<file path="config.mk">
export PLATFORM = sky130hd
export DESIGN_NAME = pipe_flow_ctrl_flat
export DESIGN_NICKNAME = d
export VERILOG_FILES = /design/src/rtl/pipe_flow_ctrl_if.sv /design/src/rtl/pipe_flow_ctrl.sv /design/src/flat_wrapper.sv
export SDC_FILE = /design/constraint.sdc
export NUM_CORES = 1
export LEC_CHECK = 0
export ABC_CLOCK_PERIOD_IN_PS = 5700
export CAP_MARGIN = 20
export CORE_MARGIN = 4
export CORE_UTILIZATION = 54
export DETAILED_ROUTE_END_ITERATION = 16
export HOLD_SLACK_MARGIN = 0.05
export PLACE_DENSITY = 0.75
export SYNTH_ARGS = -nofsm -noshare
export SYNTH_HDL_FRONTEND = slang
export SYNTH_SLANG_ARGS = --single-unit
</file>
<file path="constraint.sdc">
create_clock -name clk -period 5.7 [get_ports clk]
set_input_delay 0.57 -clock clk [delete_from_list [all_inputs] [get_ports clk]]
set_output_delay 0.57 -clock clk [all_outputs]
set_load 0.1 [all_outputs]
</file>
<file path="src/rtl/pipe_flow_ctrl_if.sv">
// ---------------------------------------------------------------------------
// pipe_flow_ctrl_if
//   Handshake bundle between a pipe_flow_ctrl and its surroundings.
//   master : upstream/datapath/downstream side (drives in_valid, pipe_data,
//            out_ready; observes the controller outputs)
//   slave  : the flow controller itself
//   Signals:
//     in_valid / in_ready / issue  upstream issue handshake
//     pipe_data                    datapath result, LATENCY cycles after issue
//     out_valid / out_ready        downstream handshake
//     out_data                     head of output FIFO
//     outstanding                  in-flight plus buffered item count
// ---------------------------------------------------------------------------
interface pipe_flow_ctrl_if #(
    parameter int WIDTH = 8,
    parameter int CNT_W = 4
);
    logic             in_valid;
    logic             in_ready;
    logic             issue;
    logic [WIDTH-1:0] pipe_data;
    logic             out_valid;
    logic             out_ready;
    logic [WIDTH-1:0] out_data;
    logic [CNT_W-1:0] outstanding;

    modport master (
        output in_valid, pipe_data, out_ready,
        input  in_ready, issue, out_valid, out_data, outstanding
    );

    modport slave (
        input  in_valid, pipe_data, out_ready,
        output in_ready, issue, out_valid, out_data, outstanding
    );
endinterface

</file>
<file path="src/rtl/pipe_flow_ctrl.sv">
// ---------------------------------------------------------------------------
// pipe_flow_ctrl
//   Credit-based flow controller for a fixed-latency, non-stallable datapath.
//   Operations are issued from a valid/ready upstream, tracked by a tag chain
//   of LATENCY flops, and their results captured into a BUF_DEPTH-entry FIFO
//   presented valid/ready downstream. Issue is only allowed while
//   in-flight + buffered < BUF_DEPTH, so the pipe can never overflow the FIFO.
//   Ports:
//     clk  : clock, rising edge
//     rst  : synchronous, active-high reset
//     bus  : pipe_flow_ctrl_if.slave (see interface file for signal list)
// ---------------------------------------------------------------------------
module pipe_flow_ctrl #(
    parameter int WIDTH     = 8,
    parameter int LATENCY   = 4,
    parameter int BUF_DEPTH = 8,
    parameter int CNT_W     = $clog2(BUF_DEPTH + 1)
) (
    input  logic             clk,
    input  logic             rst,
    pipe_flow_ctrl_if.slave  bus
);
    localparam int PTR_W = (BUF_DEPTH > 1) ? $clog2(BUF_DEPTH) : 1;

    logic [LATENCY-1:0] tag_q;
    logic [LATENCY:0]   tag_ext;
    logic [WIDTH-1:0]   mem_q [BUF_DEPTH];
    logic [PTR_W-1:0]   wr_ptr_q, wr_ptr_d;
    logic [PTR_W-1:0]   rd_ptr_q, rd_ptr_d;
    logic [CNT_W-1:0]   count_q, count_d;
    logic [CNT_W-1:0]   outstanding_q, outstanding_d;

    logic in_ready, out_valid, issue, pop, wr;

    function automatic logic [PTR_W-1:0] ptr_inc(input logic [PTR_W-1:0] p);
        return (p == PTR_W'(BUF_DEPTH - 1)) ? '0 : p + PTR_W'(1);
    endfunction

    // Credit check uses registered state only; rst gates the outputs so
    // nothing is offered or accepted while reset is asserted.
    assign in_ready  = !rst && (outstanding_q < CNT_W'(BUF_DEPTH));
    assign out_valid = !rst && (count_q != '0);
    assign issue     = bus.in_valid && in_ready;
    assign pop       = out_valid && bus.out_ready;
    // Tag at the end of the chain marks pipe_data as a live result.
    assign wr        = tag_q[LATENCY-1];

    // Shift with the new issue bit at the bottom; works for LATENCY == 1 too.
    assign tag_ext = {tag_q, issue};

    assign bus.in_ready    = in_ready;
    assign bus.issue       = issue;
    assign bus.out_valid   = out_valid;
    assign bus.out_data    = mem_q[rd_ptr_q];
    assign bus.outstanding = outstanding_q;

    always_comb begin
        wr_ptr_d      = wr ? ptr_inc(wr_ptr_q) : wr_ptr_q;
        rd_ptr_d      = pop ? ptr_inc(rd_ptr_q) : rd_ptr_q;
        count_d       = count_q;
        outstanding_d = outstanding_q;
        if (wr && !pop)      count_d = count_q + CNT_W'(1);
        else if (!wr && pop) count_d = count_q - CNT_W'(1);
        if (issue && !pop)      outstanding_d = outstanding_q + CNT_W'(1);
        else if (!issue && pop) outstanding_d = outstanding_q - CNT_W'(1);
    end

    always_ff @(posedge clk) begin
        if (rst) begin
            tag_q         <= '0;
            wr_ptr_q      <= '0;
            rd_ptr_q      <= '0;
            count_q       <= '0;
            outstanding_q <= '0;
        end else begin
            tag_q         <= tag_ext[LATENCY-1:0];
            wr_ptr_q      <= wr_ptr_d;
            rd_ptr_q      <= rd_ptr_d;
            count_q       <= count_d;
            outstanding_q <= outstanding_d;
        end
    end

    // Storage needs no reset: count gates visibility of every entry.
    always_ff @(posedge clk) begin
        if (wr) mem_q[wr_ptr_q] <= bus.pipe_data;
    end

`ifndef SYNTHESIS
    always_ff @(posedge clk) begin
        if (!rst) begin
            assert (!(wr && count_q == CNT_W'(BUF_DEPTH)));
            assert (count_q <= outstanding_q);
        end
    end
`endif
endmodule

</file>
<file path="src/flat_wrapper.sv">
// flat-port wrapper written by rule: the top's interface ports become plain ports
module pipe_flow_ctrl_flat 
#(
    parameter int WIDTH     = 8,
    parameter int LATENCY   = 4,
    parameter int BUF_DEPTH = 8,
    parameter int CNT_W     = $clog2(BUF_DEPTH + 1)
)
  (clk, rst, bus_in_valid, bus_pipe_data, bus_out_ready, bus_in_ready, bus_issue, bus_out_valid, bus_out_data, bus_outstanding);
  pipe_flow_ctrl_if #(.WIDTH(WIDTH), .CNT_W(CNT_W)) bus_i ();
  input  logic clk;
  input  logic rst;
  input wire logic [$bits(bus_i.in_valid)-1:0] bus_in_valid;
  input wire logic [$bits(bus_i.pipe_data)-1:0] bus_pipe_data;
  input wire logic [$bits(bus_i.out_ready)-1:0] bus_out_ready;
  output wire logic [$bits(bus_i.in_ready)-1:0] bus_in_ready;
  output wire logic [$bits(bus_i.issue)-1:0] bus_issue;
  output wire logic [$bits(bus_i.out_valid)-1:0] bus_out_valid;
  output wire logic [$bits(bus_i.out_data)-1:0] bus_out_data;
  output wire logic [$bits(bus_i.outstanding)-1:0] bus_outstanding;
  assign bus_i.in_valid = bus_in_valid;
  assign bus_i.pipe_data = bus_pipe_data;
  assign bus_i.out_ready = bus_out_ready;
  assign bus_in_ready = bus_i.in_ready;
  assign bus_issue = bus_i.issue;
  assign bus_out_valid = bus_i.out_valid;
  assign bus_out_data = bus_i.out_data;
  assign bus_outstanding = bus_i.outstanding;
  pipe_flow_ctrl #(.WIDTH(WIDTH), .LATENCY(LATENCY), .BUF_DEPTH(BUF_DEPTH), .CNT_W(CNT_W)) u_core (.clk(clk), .rst(rst), .bus(bus_i));
endmodule
</file>
==> flow_summary.toml <==
[status]
status = "finished, final reports clean"

[synthesis]
ys_warn_count = 0
netlist.area_leader.share_pct = 56.4
synth_edf_count = 64
synth-simple-area-share_pct = 6.75
ys.flop_type = "edfxtp_1"
synth_nets = 228
synth_fa_ha_area_share_pct = 4.84
synthesis.area_mm2 = 0.00341
yosys.area.top_type = "edfxtp_1"
ys_ff_latch = 85
yosysMostFrequentCell = "edfxtp_1"
async_flop_share_pct = 0
synth_top_family_by_area = "multiplexers"
synth_area_leaders = "edfxtp_1 56%, dfxtp_1 12%, mux4_2 11%"
synth_common_cells = "64 x edfxtp_1, 22 x nor2_1, 21 x dfxtp_1"
syn_inst = 204
synthXorXnorAreaFrac_pct = 1.03
yosysSeqAreaShare_pct = 68.7
synth_mux_area_share_pct = 14.8
synth_area_per_cell_um2 = 16.7
synth-compound-area-share_pct = 2.06
synthDistinctLibCells = 28

[setup_path]
critPathArrivalTime_ns = 2.98
cp_cell_sequence = "clkdlybuf4s50_1 -> nor2_1 -> and2_1 -> clkdlybuf4s50_1"
critical_path_buf_inv_count = 2
path_max_fanout = 20
worst_setup_path_end_kind = "output pin"
required_ns = 5.13
cp_slowest_stage_delay_ns = 1.14
crit_slowest_cell = "clkdlybuf4s50_1"
crit_type = "primary input to output pin"
cp-start-kind = "primary input"
crit_family = "buffers and inverters"
crit_top_cell = "clkdlybuf4s50_1"

[clock_tree]
clock_latency_ns = 0.34
cts_tree = "done"
cts_root_buf = "clkbuf_8"
h-tree-depth = 3
cts_inserted_buffers = 9
post-cts-setup-buffer-count = 0
cts.sinks = 85
cts_hold_buf = 0
cts_resized = 0
cts_max_path_buffers = 2
clk_pin_slew_ns = 0.08

[drt]
via_count = 1705
drc_errors = 0
viasPerCell = 5.45
wirelength_um = 5350
wl_per_cell_um = 17.1
initialDrtViolationCount = 64
drtAntennaViolNets = 0
first_pass_iters = 4

[placement]
port-buffer-count = 26
gp_congestion = 0.736
dp_slack_ns = 2.11
place_hpwl_um = 3420
place_area_mm2 = 0.00373
dp_cells = 296

[timing]
drv_slew = 0
hold_viol_final = 0
fin_skew_ns = 0.0176
setup_viol = 0
max_freq_mhz = 282
worst_pin_slew_ns = 0.974
slew_headroom_pct = 34.9
timing.final.ws_setup_ns = 2.15
post-route-min-period_ns = 3.55
holdWs_ns = 0.443
setup-tns-final_ns = 0
period_share_pct = 62.2
rsz0062_at_grt = "false"

[floorplanning]
fp-row-count = 28
io_pins = 27
core_area_mm2 = 0.00603
die_w_um = 87.5
start_util_pct = 56.6
die_h_um = 87.5
dieArea_mm2 = 0.00765

[layout]
n_antenna_cell = 0
final_area_mm2 = 0.00393
area_growth_pct = 15.2
nets = 257
drive_gt1_share_pct = 18.5
fillers = 418
fin_cells = 313

[power]
ir_drop_v = 0.000327
power_density_mw_per_mm2 = 396
p_leak_nw = 1.32

[grt]
antenna_found_initial = 0
grt_max_degree = 21
gr-total-overflow = 0
grt_pass1_wl_um = 8650
grtUsageTotal_pct = 16.0
grt_pass1_vias = 1721

[min_path]
holdCritPathClass = "flip-flop to flip-flop"

[flow_run]
max-cap-violations = 0
[metal layers]
layer / vias to the layer above / share of wire, % / GRT usage [%]
met2: 40 / 48 / 25.1
met3: 12 / 3.7 / 4.45
met4: 0 / 2.1 / 7.11
li1: 834 / - / -
met5: - / 0 / 0
met1: 819 / 46 / 20.9
[logic make-up (layout without fill, tap and decap cells)]
group           count (synthesis)  after routing
simple gates                   48             48
xor+xnor                        4              4
buf+inv                        14             48
fa+ha+maj                      12             12
compound gates                 12             12
flops                          85             85
mux                            29             29
[through the flow]
stage                     power, mW  util (%)
after floorplan                1.09         -
after global placement         1.17      61.9
after detailed placement       1.18      61.9
after CTS                      1.56      64.9
after global routing           1.63      65.2
final                          1.55      65.2
[flip-flops by register name (all words and copies together), names as in the netlist, named ones only]
register	count
u_core.tag_q	4
u_core.rd_ptr_q	3
u_core.count_q	4
u_core.mem_q	64
u_core.bus.outstanding	4
u_core.wr_ptr_q	3
[layout by cell type, fill, tap and decap left out, drive strengths merged]
| cell type | count |
|---|---|
| a211oi | 2 |
| a21oi | 7 |
| a31oi | 2 |
| and2 | 2 |
| buf | 2 |
| clkbuf | 13 |
| clkdlybuf4s50 | 26 |
| clkinv | 1 |
| dfxtp | 21 |
| edfxtp | 64 |
| fa | 2 |
| ha | 10 |
| inv | 6 |
| mux2 | 10 |
| mux2i | 3 |
| mux4 | 16 |
| nand2 | 5 |
| nand2b | 3 |
| nand3 | 5 |
| nand3b | 1 |
| nor2 | 22 |
| nor2b | 5 |
| nor3 | 2 |
| nor4 | 1 |
| o31ai | 1 |
| or3b | 2 |
| xnor2 | 2 |
| xor2 | 2 |
[report_power, final]
| part | leakage (nW) | switching, mW | internal (mW) | total, mW |
|---|---|---|---|---|
| Clock | 0.100 | 0.190 | 0.195 | 0.385 |
| Sequential | 0.746 | 0.0328 | 0.689 | 0.722 |
| Combinational | 0.469 | 0.290 | 0.158 | 0.447 |
[path summary, 6_finish.rpt]
check,start,endpoint,cells past startpoint,slack (ns)
setup / recovery,rst,bus_issue,4,2.15
hold / removal,u_core.tag_q[1],u_core.tag_q[2],1,0.44
setup reg to reg,u_core.count_q[0],u_core.count_q[3],9,3.09
hold reg to reg,u_core.tag_q[1],u_core.tag_q[2],1,0.44
[final cells by class]
type	count	area [um^2]	share of cell area (%)
clock buffer	13	168	4.27
clock inverter	3	17.5	0.446
inverter	4	15.0	0.382
multi-input combinational	105	1010	25.7
sequential	85	2340	59.6
tap	75	93.8	2.39
timing repair buffer	28	283	7.20
Power figures use the tool's default switching activity.
